$ cat src/rtl/wb_burst_initiator.sv
// rtl/wb_burst_initiator.sv - Wishbone classic burst initiator driven by a command/stream interface
// One command at a time; consecutive beat addresses, per-beat ack timeout with error pulse.
module wb_burst_initiator #(
  parameter int MAX_LEN        = 16,
  parameter int TIMEOUT_CYCLES = 255,
  parameter int ADDR_STEP      = 4,
  localparam int LW            = $clog2(MAX_LEN) + 1,
  localparam int TW            = ($clog2(TIMEOUT_CYCLES) > 8) ? $clog2(TIMEOUT_CYCLES) : 8
) (
  input  logic          wb_clk_i,
  input  logic          wb_rst_i,
  input  logic          cmd_valid_i,
  output logic          cmd_ready_o,
  input  logic          cmd_we_i,
  input  logic [31:0]   cmd_adr_i,
  input  logic [LW-1:0] cmd_len_i,
  input  logic          wdata_valid_i,
  output logic          wdata_ready_o,
  input  logic [31:0]   wdata_i,
  output logic          rdata_valid_o,
  input  logic          rdata_ready_i,
  output logic [31:0]   rdata_o,
  output logic          done_o,
  output logic          err_o,
  output logic          wbm_cyc_o,
  output logic          wbm_stb_o,
  output logic          wbm_we_o,
  output logic [3:0]    wbm_sel_o,
  output logic [31:0]   wbm_adr_o,
  output logic [31:0]   wbm_dat_o,
  input  logic          wbm_ack_i,
  input  logic [31:0]   wbm_dat_i
);

  typedef enum logic [2:0] {
    S_IDLE,
    S_FETCH,
    S_BUS,
    S_RESP,
    S_DONE
  } state_t;

  state_t        r_state, w_state_nxt;
  logic          r_we, w_we_nxt;
  logic [LW-1:0] r_beats, w_beats_nxt;
  logic [TW-1:0] r_tmo, w_tmo_nxt;
  logic          r_cyc, w_cyc_nxt;
  logic          r_stb, w_stb_nxt;
  logic [31:0]   r_adr, w_adr_nxt;
  logic [31:0]   r_dat, w_dat_nxt;
  logic [31:0]   r_rdata, w_rdata_nxt;
  logic          r_done, w_done_nxt;
  logic          r_err, w_err_nxt;
  logic [LW-1:0] w_eff_len;
  logic          w_ack;

  // Acks are only meaningful while a strobe is out; stray or late acks fall through.
  assign w_ack = wbm_ack_i & r_stb;

  always_comb begin
    w_eff_len = cmd_len_i;
    if (cmd_len_i == '0) begin
      w_eff_len = LW'(1);
    end else if (cmd_len_i > LW'(MAX_LEN)) begin
      w_eff_len = LW'(MAX_LEN);
    end
  end

  always_ff @(posedge wb_clk_i) begin
    if (wb_rst_i) begin
      r_state <= S_IDLE;
      r_we    <= 1'b0;
      r_beats <= '0;
      r_tmo   <= '0;
      r_cyc   <= 1'b0;
      r_stb   <= 1'b0;
      r_adr   <= '0;
      r_dat   <= '0;
      r_rdata <= '0;
      r_done  <= 1'b0;
      r_err   <= 1'b0;
    end else begin
      r_state <= w_state_nxt;
      r_we    <= w_we_nxt;
      r_beats <= w_beats_nxt;
      r_tmo   <= w_tmo_nxt;
      r_cyc   <= w_cyc_nxt;
      r_stb   <= w_stb_nxt;
      r_adr   <= w_adr_nxt;
      r_dat   <= w_dat_nxt;
      r_rdata <= w_rdata_nxt;
      r_done  <= w_done_nxt;
      r_err   <= w_err_nxt;
    end
  end

  always_comb begin
    w_state_nxt = r_state;
    w_we_nxt    = r_we;
    w_beats_nxt = r_beats;
    w_tmo_nxt   = r_tmo;
    w_cyc_nxt   = r_cyc;
    w_stb_nxt   = r_stb;
    w_adr_nxt   = r_adr;
    w_dat_nxt   = r_dat;
    w_rdata_nxt = r_rdata;
    w_done_nxt  = 1'b0;
    w_err_nxt   = 1'b0;
    unique case (r_state)
      S_IDLE: begin
        if (cmd_valid_i) begin
          w_we_nxt    = cmd_we_i;
          w_adr_nxt   = cmd_adr_i;
          w_beats_nxt = w_eff_len;
          w_tmo_nxt   = '0;
          w_cyc_nxt   = 1'b1;
          w_stb_nxt   = ~cmd_we_i;
          w_state_nxt = cmd_we_i ? S_FETCH : S_BUS;
        end
      end
      S_FETCH: begin
        if (wdata_valid_i) begin
          w_dat_nxt   = wdata_i;
          w_stb_nxt   = 1'b1;
          w_state_nxt = S_BUS;
        end
      end
      S_BUS: begin
        if (w_ack) begin
          w_stb_nxt   = 1'b0;
          w_tmo_nxt   = '0;
          w_beats_nxt = r_beats - LW'(1);
          if (!r_we) begin
            w_rdata_nxt = wbm_dat_i;
            w_state_nxt = S_RESP;
          end else if (r_beats == LW'(1)) begin
            w_cyc_nxt   = 1'b0;
            w_done_nxt  = 1'b1;
            w_state_nxt = S_DONE;
          end else begin
            w_adr_nxt   = r_adr + 32'(ADDR_STEP);
            w_state_nxt = S_FETCH;
          end
        end else if (r_tmo == TW'(TIMEOUT_CYCLES - 1)) begin
          // Abort: remaining beats are dropped, no further write data is pulled.
          w_cyc_nxt   = 1'b0;
          w_stb_nxt   = 1'b0;
          w_tmo_nxt   = '0;
          w_done_nxt  = 1'b1;
          w_err_nxt   = 1'b1;
          w_state_nxt = S_DONE;
        end else begin
          w_tmo_nxt = r_tmo + TW'(1);
        end
      end
      S_RESP: begin
        // r_beats was already decremented on the ack, so zero means this was the last word.
        if (rdata_ready_i) begin
          if (r_beats == '0) begin
            w_cyc_nxt   = 1'b0;
            w_done_nxt  = 1'b1;
            w_state_nxt = S_DONE;
          end else begin
            w_adr_nxt   = r_adr + 32'(ADDR_STEP);
            w_stb_nxt   = 1'b1;
            w_state_nxt = S_BUS;
          end
        end
      end
      S_DONE: begin
        w_state_nxt = S_IDLE;
      end
      default: begin
        w_state_nxt = S_IDLE;
      end
    endcase
  end

  assign cmd_ready_o   = (r_state == S_IDLE);
  assign wdata_ready_o = (r_state == S_FETCH);
  assign rdata_valid_o = (r_state == S_RESP);
  assign rdata_o       = r_rdata;
  assign done_o        = r_done;
  assign err_o         = r_err;
  assign wbm_cyc_o     = r_cyc;
  assign wbm_stb_o     = r_stb;
  assign wbm_we_o      = r_we;
  assign wbm_sel_o     = 4'hF;
  assign wbm_adr_o     = r_adr;
  assign wbm_dat_o     = r_dat;

endmodule

$ cat config.mk
export PLATFORM = sky130hd
export DESIGN_NAME = wb_burst_initiator
export DESIGN_NICKNAME = d
export VERILOG_FILES = /design/src/rtl/wb_burst_initiator.sv
export SDC_FILE = /design/constraint.sdc
export NUM_CORES = 1
export LEC_CHECK = 0
export BUFFER_PORTS_ARGS = -buffer_cell sky130_fd_sc_hd__buf_2
export CORE_ASPECT_RATIO = 0.6
export CORE_MARGIN = 2
export CORE_UTILIZATION = 40
export DETAILED_ROUTE_END_ITERATION = 10
export GPL_TIMING_DRIVEN = 0
export MAX_ROUTING_LAYER = met4
export PLACE_DENSITY = 0.69
export SLEW_MARGIN = 20
export SYNTH_ARGS = -nofsm -noshare
export SYNTH_HDL_FRONTEND = slang
export SYNTH_SLANG_ARGS = --single-unit
$ cat constraint.sdc
create_clock -name wb_clk_i -period 2.4 [get_ports wb_clk_i]
set_input_delay 0.24 -clock wb_clk_i [delete_from_list [all_inputs] [get_ports wb_clk_i]]
set_output_delay 0.24 -clock wb_clk_i [all_outputs]
set_load 0.03 [all_outputs]
==> results.sh, run 1 <==
export IMPL_post_place_ws_ns=-0.569
export IMPL_start_kind="register"
export IMPL_powerDensity_nw_per_um2=1190
export IMPL_fin_hold_ws_ns=0.0691
export IMPL_first_iter_violations=446
export IMPL_yosys_warnings=0
export IMPL_crit_type="reg -> reg"
export IMPL_end_kind="register"
export IMPL_post_cts_buffers=0
export IMPL_place_congestion=0.982
export IMPL_cts_tree="built"
export IMPL_syn_avg_cell_area_um2=7.61
export IMPL_final_cells=1119
export IMPL_clock_root_buffer="clkbuf_16"
export IMPL_finalMaxSlewViolations=0
export IMPL_synth_area_leaders="dfxtp_1 (44%), nand2_1 (12%), a21oi_1 (9.5%)"
export IMPL_min_path_type="in -> reg"
export IMPL_globalRouteOverflowTotal=0
export IMPL_clock_latency_ns=0.41
export IMPL_dieHeight_um=93.7
export IMPL_ys_seq_area_share_pct=43.6
export IMPL_setup_viol=0
export IMPL_fin_ws_ns=0.0731
export IMPL_finalHoldViolCount=0
export IMPL_yosysUniqueCellTypes=62
export IMPL_final_util_pct=56.6
export IMPL_grt_max_degree=17
export IMPL_antenna_left=0
export IMPL_synth_ff_type="dfxtp_1"
export IMPL_start_util_pct=41.4
export IMPL_critPathRequiredTime_ns=2.72
export IMPL_dp_cells=1088
export IMPL_area_growth_pct=36.7
export IMPL_wl_met2_um=7430
export IMPL_drc_errors=0
export IMPL_dp_hpwl_um=13700
export IMPL_detail_route_wl_per_cell_um=16.5
export IMPL_worstMarginPinSlew_ns=0.719
export IMPL_synth_seq_cells=117
export IMPL_cts_buffers=17
export IMPL_first_global_vias=5379
export IMPL_netlist_area_um2=5370
export IMPL_vias_per_cell=5.37
export IMPL_vias=6006
export IMPL_synthArstFlopShare_pct=0
export IMPL_rrSetupSlack_ns=0.07
export IMPL_wirelength_um=18500
export IMPL_rows=32
export IMPL_wl_met3_um=1550
export IMPL_htree_levels=4
export IMPL_io_buffers=210
export IMPL_hold_buffers=0
export IMPL_power_leakage_nw=3.11
export IMPL_nets=1049
export IMPL_grt_pass1_wl_um=28600
export IMPL_crit_path_max_fanout=7
export IMPL_slew_headroom_pct=52.0
export IMPL_drive_gt1_share_pct=31.4
export IMPL_fin_crit_sh_pct=97.0
export IMPL_synth_edff_count=0
export IMPL_io_pins=216
export IMPL_finClkSkew_ns=0.0126
export IMPL_met1Wirelength_um=9340
export IMPL_yosys_area_top_type="dfxtp_1"
export IMPL_maxCapViolCount=0
export IMPL_fillerInstances=1287
export IMPL_clk_pin_slew_worst_paths_ns=0.06
export IMPL_grt_util_all_layers_pct=25.8
export IMPL_rsz0062_at_grt="yes"
export IMPL_status="finished, final reports clean"
export IMPL_fmax_mhz=430
export IMPL_dieArea_um2=14400
export IMPL_cp_arrival_ns=2.64
export IMPL_stdcell_area_um2=7340
export IMPL_dr_pass1_iters=4
export IMPL_yosysTopAreaCellShare_pct=43.6
export IMPL_synthCells=705
export IMPL_cts_buffer_depth=2
export IMPL_core_um2=13000
export IMPL_ir_drop_uv=518
export IMPL_die_w_um=154
export IMPL_top_layer_used="met4"
export IMPL_min_period_ns=2.33
export IMPL_antenna_found_initial=1
export IMPL_clock_sinks=117
export IMPL_placed_cell_area_um2=6650
==> power breakdown <==
part	internal (mW)	switching, mW	total (mW)
sequential	2.33	0.483	2.82
clock	1.36	0.988	2.34
combinational	1.16	2.41	3.57
total	4.85	3.88	8.73
==> placed cells by master (no fill, tap or decap), types with 6 or more instances in the layout <==
cell type  instances
buf_2            213
nand2_1          173
dfxtp_1          108
a21oi_1          102
nor2_1            41
clkbuf_1          29
o21ai_0           25
nand3_1           19
clkbuf_16         17
clkbuf_2          14
nor3_1            13
inv_1             11
nand4_1            9
a31oi_1            8
a211oi_1           8
dfxtp_2            8
and3_1             7
o31ai_1            7
and2_1             6
mux2i_1            6
==> cell type report <==
| type | count | area (um2) | area share [%] |
|---|---|---|---|
| Antenna cell | 1 | 2.50 | 0.0341 |
| Buffer | 51 | 231 | 3.15 |
| Clock buffer | 18 | 439 | 5.98 |
| Clock inverter | 14 | 105 | 1.43 |
| Timing Repair Buffer | 210 | 1050 | 14.3 |
| Sequential cell | 117 | 2360 | 32.1 |
| Multi-Input combinational cell | 527 | 2900 | 39.5 |
| Inverter | 11 | 41.3 | 0.563 |
| Tap cell | 170 | 213 | 2.90 |
==> worst paths after layout <==
kind	start	endpoint	cells after the start
worst min-delay path	wbm_dat_i[26]	rdata_o[26]	3
worst max register to register	wbm_adr_o[8]	wbm_adr_o[31]	6
worst min register to register	wbm_dat_o[29]	wbm_dat_o[29]	2
worst max-delay path	wbm_adr_o[8]	wbm_adr_o[31]	6
==> through the flow <==
step	setup TNS, ns	power [mW]
final	0	8.73
after CTS	0	8.60
after global routing	-0.0174	9.20
after global placement	-18.65	6.13
after floorplan	0	5.03
after detailed placement	-20.19	6.14
==> state kept, by name, summed over array words and instances (netlist names) <==
register / cells
done_o: 1
err_o: 1
r_beats: 5
r_state: 3
r_tmo: 8
rdata_o: 32
wbm_adr_o: 32
wbm_cyc_o: 1
wbm_dat_o: 32
wbm_stb_o: 1
wbm_we_o: 1
==> cells in the mapped netlist, types with 3 or more instances <==
library cell	number
nor4_1	7
nand2b_1	3
xor2_1	4
a211oi_1	8
nand4_1	9
and2_1	6
o21ai_0	25
nand2_1	174
o22ai_1	3
ha_1	6
and3_1	7
a21o_1	4
o32ai_1	5
a31oi_1	8
buf_4	4
dfxtp_1	117
clkbuf_1	48
a21boi_0	3
mux2i_1	6
inv_1	11
or3_1	5
or4_1	4
a21oi_1	102
nor2_1	41
o211ai_1	3
nor3_1	15
or2_2	3
o41ai_1	3
nand3_1	20
o31ai_1	7
==> kinds of logic (layout without fill, tap and decap cells) <==
kind of cell | Yosys count | after routing | synth area share, %
flip-flops | 117 | 117 | 43.6
adder cells (fa/ha/maj) | 6 | 6 | 1.40
AO/OA/AOI/OAI | 193 | 193 | 21.6
other | 1 | 5 | 0.0699
AND/OR/NAND/NOR | 311 | 311 | 26.2
XOR/XNOR | 6 | 6 | 0.979
multiplexers | 7 | 7 | 1.33
buffers and inverters | 64 | 304 | 4.78
==> metal layers <==
metal | up-vias | global-route usage [%]
met2 | 264 | 35.4
met4 | 0 | 4.97
met1 | 2784 | 38.0
met5 | - | -
li1 | 2946 | -
met3 | 12 | 6.64
==> critical path, stage by stage, from the launching register on <==
cell     delay, ns
dfxtp_1       0.41
nand3_1       0.20
or3_1         0.38
buf_2         0.18
or3_4         0.40
or4b_1        0.50
a31oi_1       0.17
==> what timing repair did <==
action	4_1_cts	5_1_grt
pin swaps	0	0
gates resized for setup	23	34
setup endpoints to repair	61	63
No activity file was read; power rests on OpenSTA's default activity.
==> run 2, diff against run 1 <==
CORE_UTILIZATION = 45   (was 40)
PLACE_DENSITY = 0.76   (was 0.69)
==> results.sh, run 2 (synthesized netlist as in run 1, its figures left out) <==
export IMPL_status="finished, final reports clean"
export IMPL_fin_ws_ns=0.109
export IMPL_cts_buffer_depth=2
export IMPL_cpMaxStageDelayCell="dfxtp_1"
export IMPL_wirelength_um=18200
export IMPL_slew_headroom_pct=50.2
export IMPL_drive_gt1_share_pct=31.1
export IMPL_core_um2=11400
export IMPL_final_cells=1109
export IMPL_worstMarginPinSlew_ns=0.747
export IMPL_first_iter_violations=600
export IMPL_cp_num_buf_inv=4
export IMPL_antenna_left=0
export IMPL_top_layer_used="met4"
export IMPL_cp_arrival_ns=2.60
export IMPL_fillerInstances=1011
export IMPL_antenna_found_initial=0
export IMPL_timing_rr_start="r_state[1]"
export IMPL_vias=6088
export IMPL_io_pins=216
export IMPL_clock_sinks=117
export IMPL_seqCellArea_um2=2350
export IMPL_die_w_um=145
export IMPL_globalRouteOverflowTotal=0
export IMPL_rrSetupSlack_ns=0.11
export IMPL_ir_drop_uv=692
export IMPL_finClkSkew_ns=0.0137
export IMPL_hold_buffers=0
export IMPL_multiInputGateArea_um2=2890
export IMPL_io_buffers=210
export IMPL_path_delay_family="buffers and inverters"
export IMPL_layout_commonest_cell="buf_2"
export IMPL_fmax_mhz=436
export IMPL_clock_latency_ns=0.41
export IMPL_met1Wirelength_um=8620
export IMPL_layout_common_cells="buf_2 (212), nand2_1 (173), dfxtp_1 (109), a21oi_1 (102), nor2_1 (41)"
export IMPL_clk_pin_slew_worst_paths_ns=0.06
export IMPL_finalMaxSlewViolations=0
export IMPL_post_place_ws_ns=-0.396
export IMPL_dieArea_um2=12800
export IMPL_cp_cell_sequence="clkbuf_1 -> clkbuf_2 -> nor2b_1 -> buf_2 -> clkbuf_2 -> o21ai_0 -> a311oi_1"
export IMPL_cp_depth=7
export IMPL_wl_met3_um=1720
export IMPL_rsz0062_at_grt="yes"
export IMPL_crit_path_end="wbm_adr_o[7]"
export IMPL_start_util_pct=46.9
export IMPL_diodes=0
export IMPL_vias_per_cell=5.49
export IMPL_power_leakage_nw=3.13
export IMPL_cts_tree="built"
export IMPL_area_growth_pct=37.2
export IMPL_grt_util_all_layers_pct=28.9
export IMPL_powerDensity_nw_per_um2=1210
export IMPL_start_kind="register"
export IMPL_crit_path_max_fanout=10
export IMPL_crit_type="reg -> reg"
export IMPL_dr_pass1_iters=5
export IMPL_dp_cells=1078
export IMPL_critPathRequiredTime_ns=2.70
export IMPL_maxCapViolCount=0
export IMPL_first_global_vias=5599
export IMPL_setup_viol=0
export IMPL_grt_pass1_wl_um=28700
export IMPL_drc_errors=0
export IMPL_wl_met2_um=7580
export IMPL_critPathMaxStageDelay_ns=0.33
export IMPL_crit_top_cell="clkbuf_2"
export IMPL_min_period_ns=2.29
export IMPL_r2r_end="wbm_adr_o[7]"
export IMPL_worstSetupStartpoint="r_state[1]"
export IMPL_place_congestion=0.995
export IMPL_reg2reg_depth=7
export IMPL_detail_route_wl_per_cell_um=16.4
export IMPL_clock_root_buffer="clkbuf_16"
export IMPL_finalHoldViolCount=0
export IMPL_grt_max_degree=17
export IMPL_dieHeight_um=88.6
export IMPL_dp_hpwl_um=13400
export IMPL_nets=1050
export IMPL_post_cts_buffers=0
export IMPL_htree_levels=4
export IMPL_end_kind="register"
export IMPL_cts_buffers=17
export IMPL_min_path_type="in -> reg"
export IMPL_fin_crit_sh_pct=95.5
export IMPL_rows=30
-- run 2: cell types whose count changed in the layout (fill, tap and decap cells not counted), sizes merged --
cell	previous run	this run
inv	14	18
bufinv	0	2
clkinvlp	2	3
buf	217	216
clkinv	9	3
clkbuf	62	63
diode	1	0
-- run 2: worst min-delay path: stages --
cell     delay [ns]
buf_2          0.09
nand2_1        0.04
a21oi_1        0.05
-- run 2: area by class of cell --
cell class,instances,area share [%]
buffer,52,3.20
clock inverter,15,2.29
timing repair buffer,210,14.3
tap,160,2.72
inverter,11,0.561
sequential,117,32.0
clock buffer,17,5.78
multi-input combinational,527,39.2
-- run 2: per-stage QoR --
step                instance area, um2  hold WS, ns  TNS, ns  utilization [%]  total power [mW]
floorplan                         5380        0.376        0                -              5.03
global placement                  6630        0.440   -14.03             57.9              6.08
detailed placement                6640        0.443   -11.09             58.0              6.10
CTS                               7280       0.0549        0             63.6              8.74
global route                      7360       0.0579  -0.0372             64.3              9.36
finish                            7360       0.0653        0             64.3              8.91
-- run 2: metal layers --
metal	global-route usage, %	up-vias
met4	9.63	0
met2	40.0	311
li1	-	2935
met3	8.20	38
met1	40.3	2804
met5	-	-
-- run 2: how the worst min path moves through the flow --
stage,start,to,cells after the start
CTS,wbm_dat_i[24],rdata_o[24],3
finish,wdata_i[1],wbm_dat_o[1],3
global route,wbm_dat_i[25],rdata_o[25],3
global placement,wbm_dat_o[18],wbm_dat_o[18],2
floorplan,wbm_dat_i[0],rdata_o[0],2
detailed placement,rdata_o[22],rdata_o[22],2
-- run 2: report_power, final --
part | leakage (nW) | internal (mW) | switching [mW]
Clock | 0.284 | 1.56 | 1.02
Combinational | 1.89 | 1.15 | 2.39
Sequential | 0.954 | 2.33 | 0.469
-- run 2: what timing repair did --
action | CTS | global route
cloned | 0 | 0
endpoints found under the hold margin | 0 | 0
resized for setup | 15 | 39
endpoints found under the setup margin | 60 | 61
==> run 3, diff against run 2 <==
RECOVER_POWER = 25   (was not set)
==> results.sh, run 3 (synthesized netlist as in run 1, its figures left out) <==
export IMPL_cts_tree="built"
export IMPL_globalRouteOverflowTotal=0
export IMPL_place_congestion=0.995
export IMPL_power_leakage_nw=2.89
export IMPL_rsz0062_at_grt="yes"
export IMPL_crit_path_max_fanout=10
export IMPL_placed_cell_area_um2=6640
export IMPL_grt_pass1_wl_um=28700
export IMPL_seqCellArea_um2=2350
export IMPL_die_w_um=145
export IMPL_cpMaxStageDelayCell="dfxtp_1"
export IMPL_dieArea_um2=12800
export IMPL_cp_num_buf_inv=4
export IMPL_rows=30
export IMPL_post_place_ws_ns=-0.396
export IMPL_ir_drop_uv=697
export IMPL_cp_cell_sequence="clkbuf_1 -> clkbuf_2 -> nor2b_1 -> buf_2 -> clkbuf_2 -> o21ai_0 -> a311oi_1"
export IMPL_first_global_vias=5599
export IMPL_core_um2=11400
export IMPL_setup_viol=0
export IMPL_grt_util_all_layers_pct=28.9
export IMPL_cp_arrival_ns=2.60
export IMPL_critPathMaxStageDelay_ns=0.33
export IMPL_min_path_type="in -> reg"
export IMPL_antenna_found_initial=0
export IMPL_vias=6077
export IMPL_powerDensity_nw_per_um2=1220
export IMPL_detail_route_wl_per_cell_um=16.4
export IMPL_clk_pin_slew_worst_paths_ns=0.06
export IMPL_min_period_ns=2.29
export IMPL_finClkSkew_ns=0.0132
export IMPL_status="finished, final reports clean"
export IMPL_htree_levels=4
export IMPL_first_iter_violations=607
export IMPL_clock_latency_ns=0.41
export IMPL_io_pins=216
export IMPL_vias_per_cell=5.48
export IMPL_fillerInstances=1042
export IMPL_slew_headroom_pct=50.7
export IMPL_start_kind="register"
export IMPL_area_growth_pct=35.9
export IMPL_clock_sinks=117
export IMPL_fin_ws_ns=0.106
export IMPL_drc_errors=0
export IMPL_finalMaxSlewViolations=0
export IMPL_dieHeight_um=88.6
export IMPL_start_util_pct=46.9
export IMPL_cts_buffers=17
export IMPL_worstMarginPinSlew_ns=0.739
export IMPL_dp_hpwl_um=13400
export IMPL_layout_common_cells="nand2_1 (173), buf_2 (157), dfxtp_1 (109), a21oi_1 (102), clkbuf_1 (85)"
export IMPL_path_delay_family="buffers and inverters"
export IMPL_wirelength_um=18200
export IMPL_p_total_mw=8.90
export IMPL_cts_buffer_depth=2
export IMPL_fmax_mhz=436
export IMPL_nets=1050
export IMPL_finalHoldViolCount=0
export IMPL_post_cts_buffers=0
export IMPL_fin_tns_setup_ns=0
export IMPL_multiInputGateArea_um2=2890
export IMPL_antenna_left=0
export IMPL_end_kind="register"
export IMPL_clock_root_buffer="clkbuf_16"
export IMPL_maxCapViolCount=0
export IMPL_crit_top_cell="clkbuf_2"
export IMPL_critPathRequiredTime_ns=2.71
export IMPL_crit_type="reg -> reg"
export IMPL_fin_crit_sh_pct=95.6
export IMPL_drive_gt1_share_pct=25.3
export IMPL_dr_pass1_iters=6
export IMPL_diodes=0
export IMPL_io_buffers=210
export IMPL_layout_commonest_cell="nand2_1"
export IMPL_stdcell_area_um2=7290
export IMPL_grt_max_degree=17
[run 3: changes by cell type in the layout (fill, tap and decap cells not counted), sizes merged]
cell / previous run / this run
buf: 216 / 161
clkbuf: 63 / 118
[run 3: final cells by class]
class / instances / share of cell area, %
multi-input cells: 527 / 39.6
well taps: 160 / 2.74
inverters: 11 / 0.566
clock buffers: 17 / 5.83
plain buffers: 52 / 3.23
repair buffers: 210 / 13.5
flip-flops and latches: 117 / 32.3
clock inverters: 15 / 2.32
[run 3: worst register-to-register path: cells and delay by family, from the launching register on]
| kind | cells | cell delay, ns |
|---|---|---|
| buf+inv | 4 | 1.16 |
| compound gates | 2 | 0.43 |
| flops | 1 | 0.33 |
| simple gates | 1 | 0.27 |
[run 3: worst paths after layout]
kind	from	to	slack, ns	cells past startpoint
max	r_state[1]	wbm_adr_o[7]	0.11	7
min	wdata_i[19]	wbm_dat_o[19]	0.06	3
max reg2reg	r_state[1]	wbm_adr_o[7]	0.11	7
min reg2reg	rdata_o[30]	rdata_o[30]	0.45	2
[run 3: report_power, final]
group / internal (mW) / total (mW) / switching, mW
clock: 1.56 / 2.58 / 1.03
sequential: 2.33 / 2.80 / 0.472
combinational: 1.13 / 3.51 / 2.38
[run 3: metal layers]
layer	vias up	part of all wire (%)	track usage, %
li1	2934	-	-
met1	2798	47	40.3
met2	314	42	40.0
met3	31	9.2	8.20
met4	0	1.5	9.63
met5	-	0	-
[run 3: stage by stage]
step / util (%) / std cells / hold slack, ns
final: 63.7 / 1109 / 0.0636
after global routing: 63.7 / 1109 / 0.0579
after CTS: 63.6 / 1110 / 0.0549
after global placement: 57.9 / 1078 / 0.440
after floorplan: - / 708 / 0.376
after detailed placement: 58.0 / 1078 / 0.443
[run 3: timing repair]
item,4_1_cts,5_1_grt
setup endpoints to repair,60,61
pin swaps,0,0
hold buffers,0,0
resized for setup,15,39
cloned,0,0
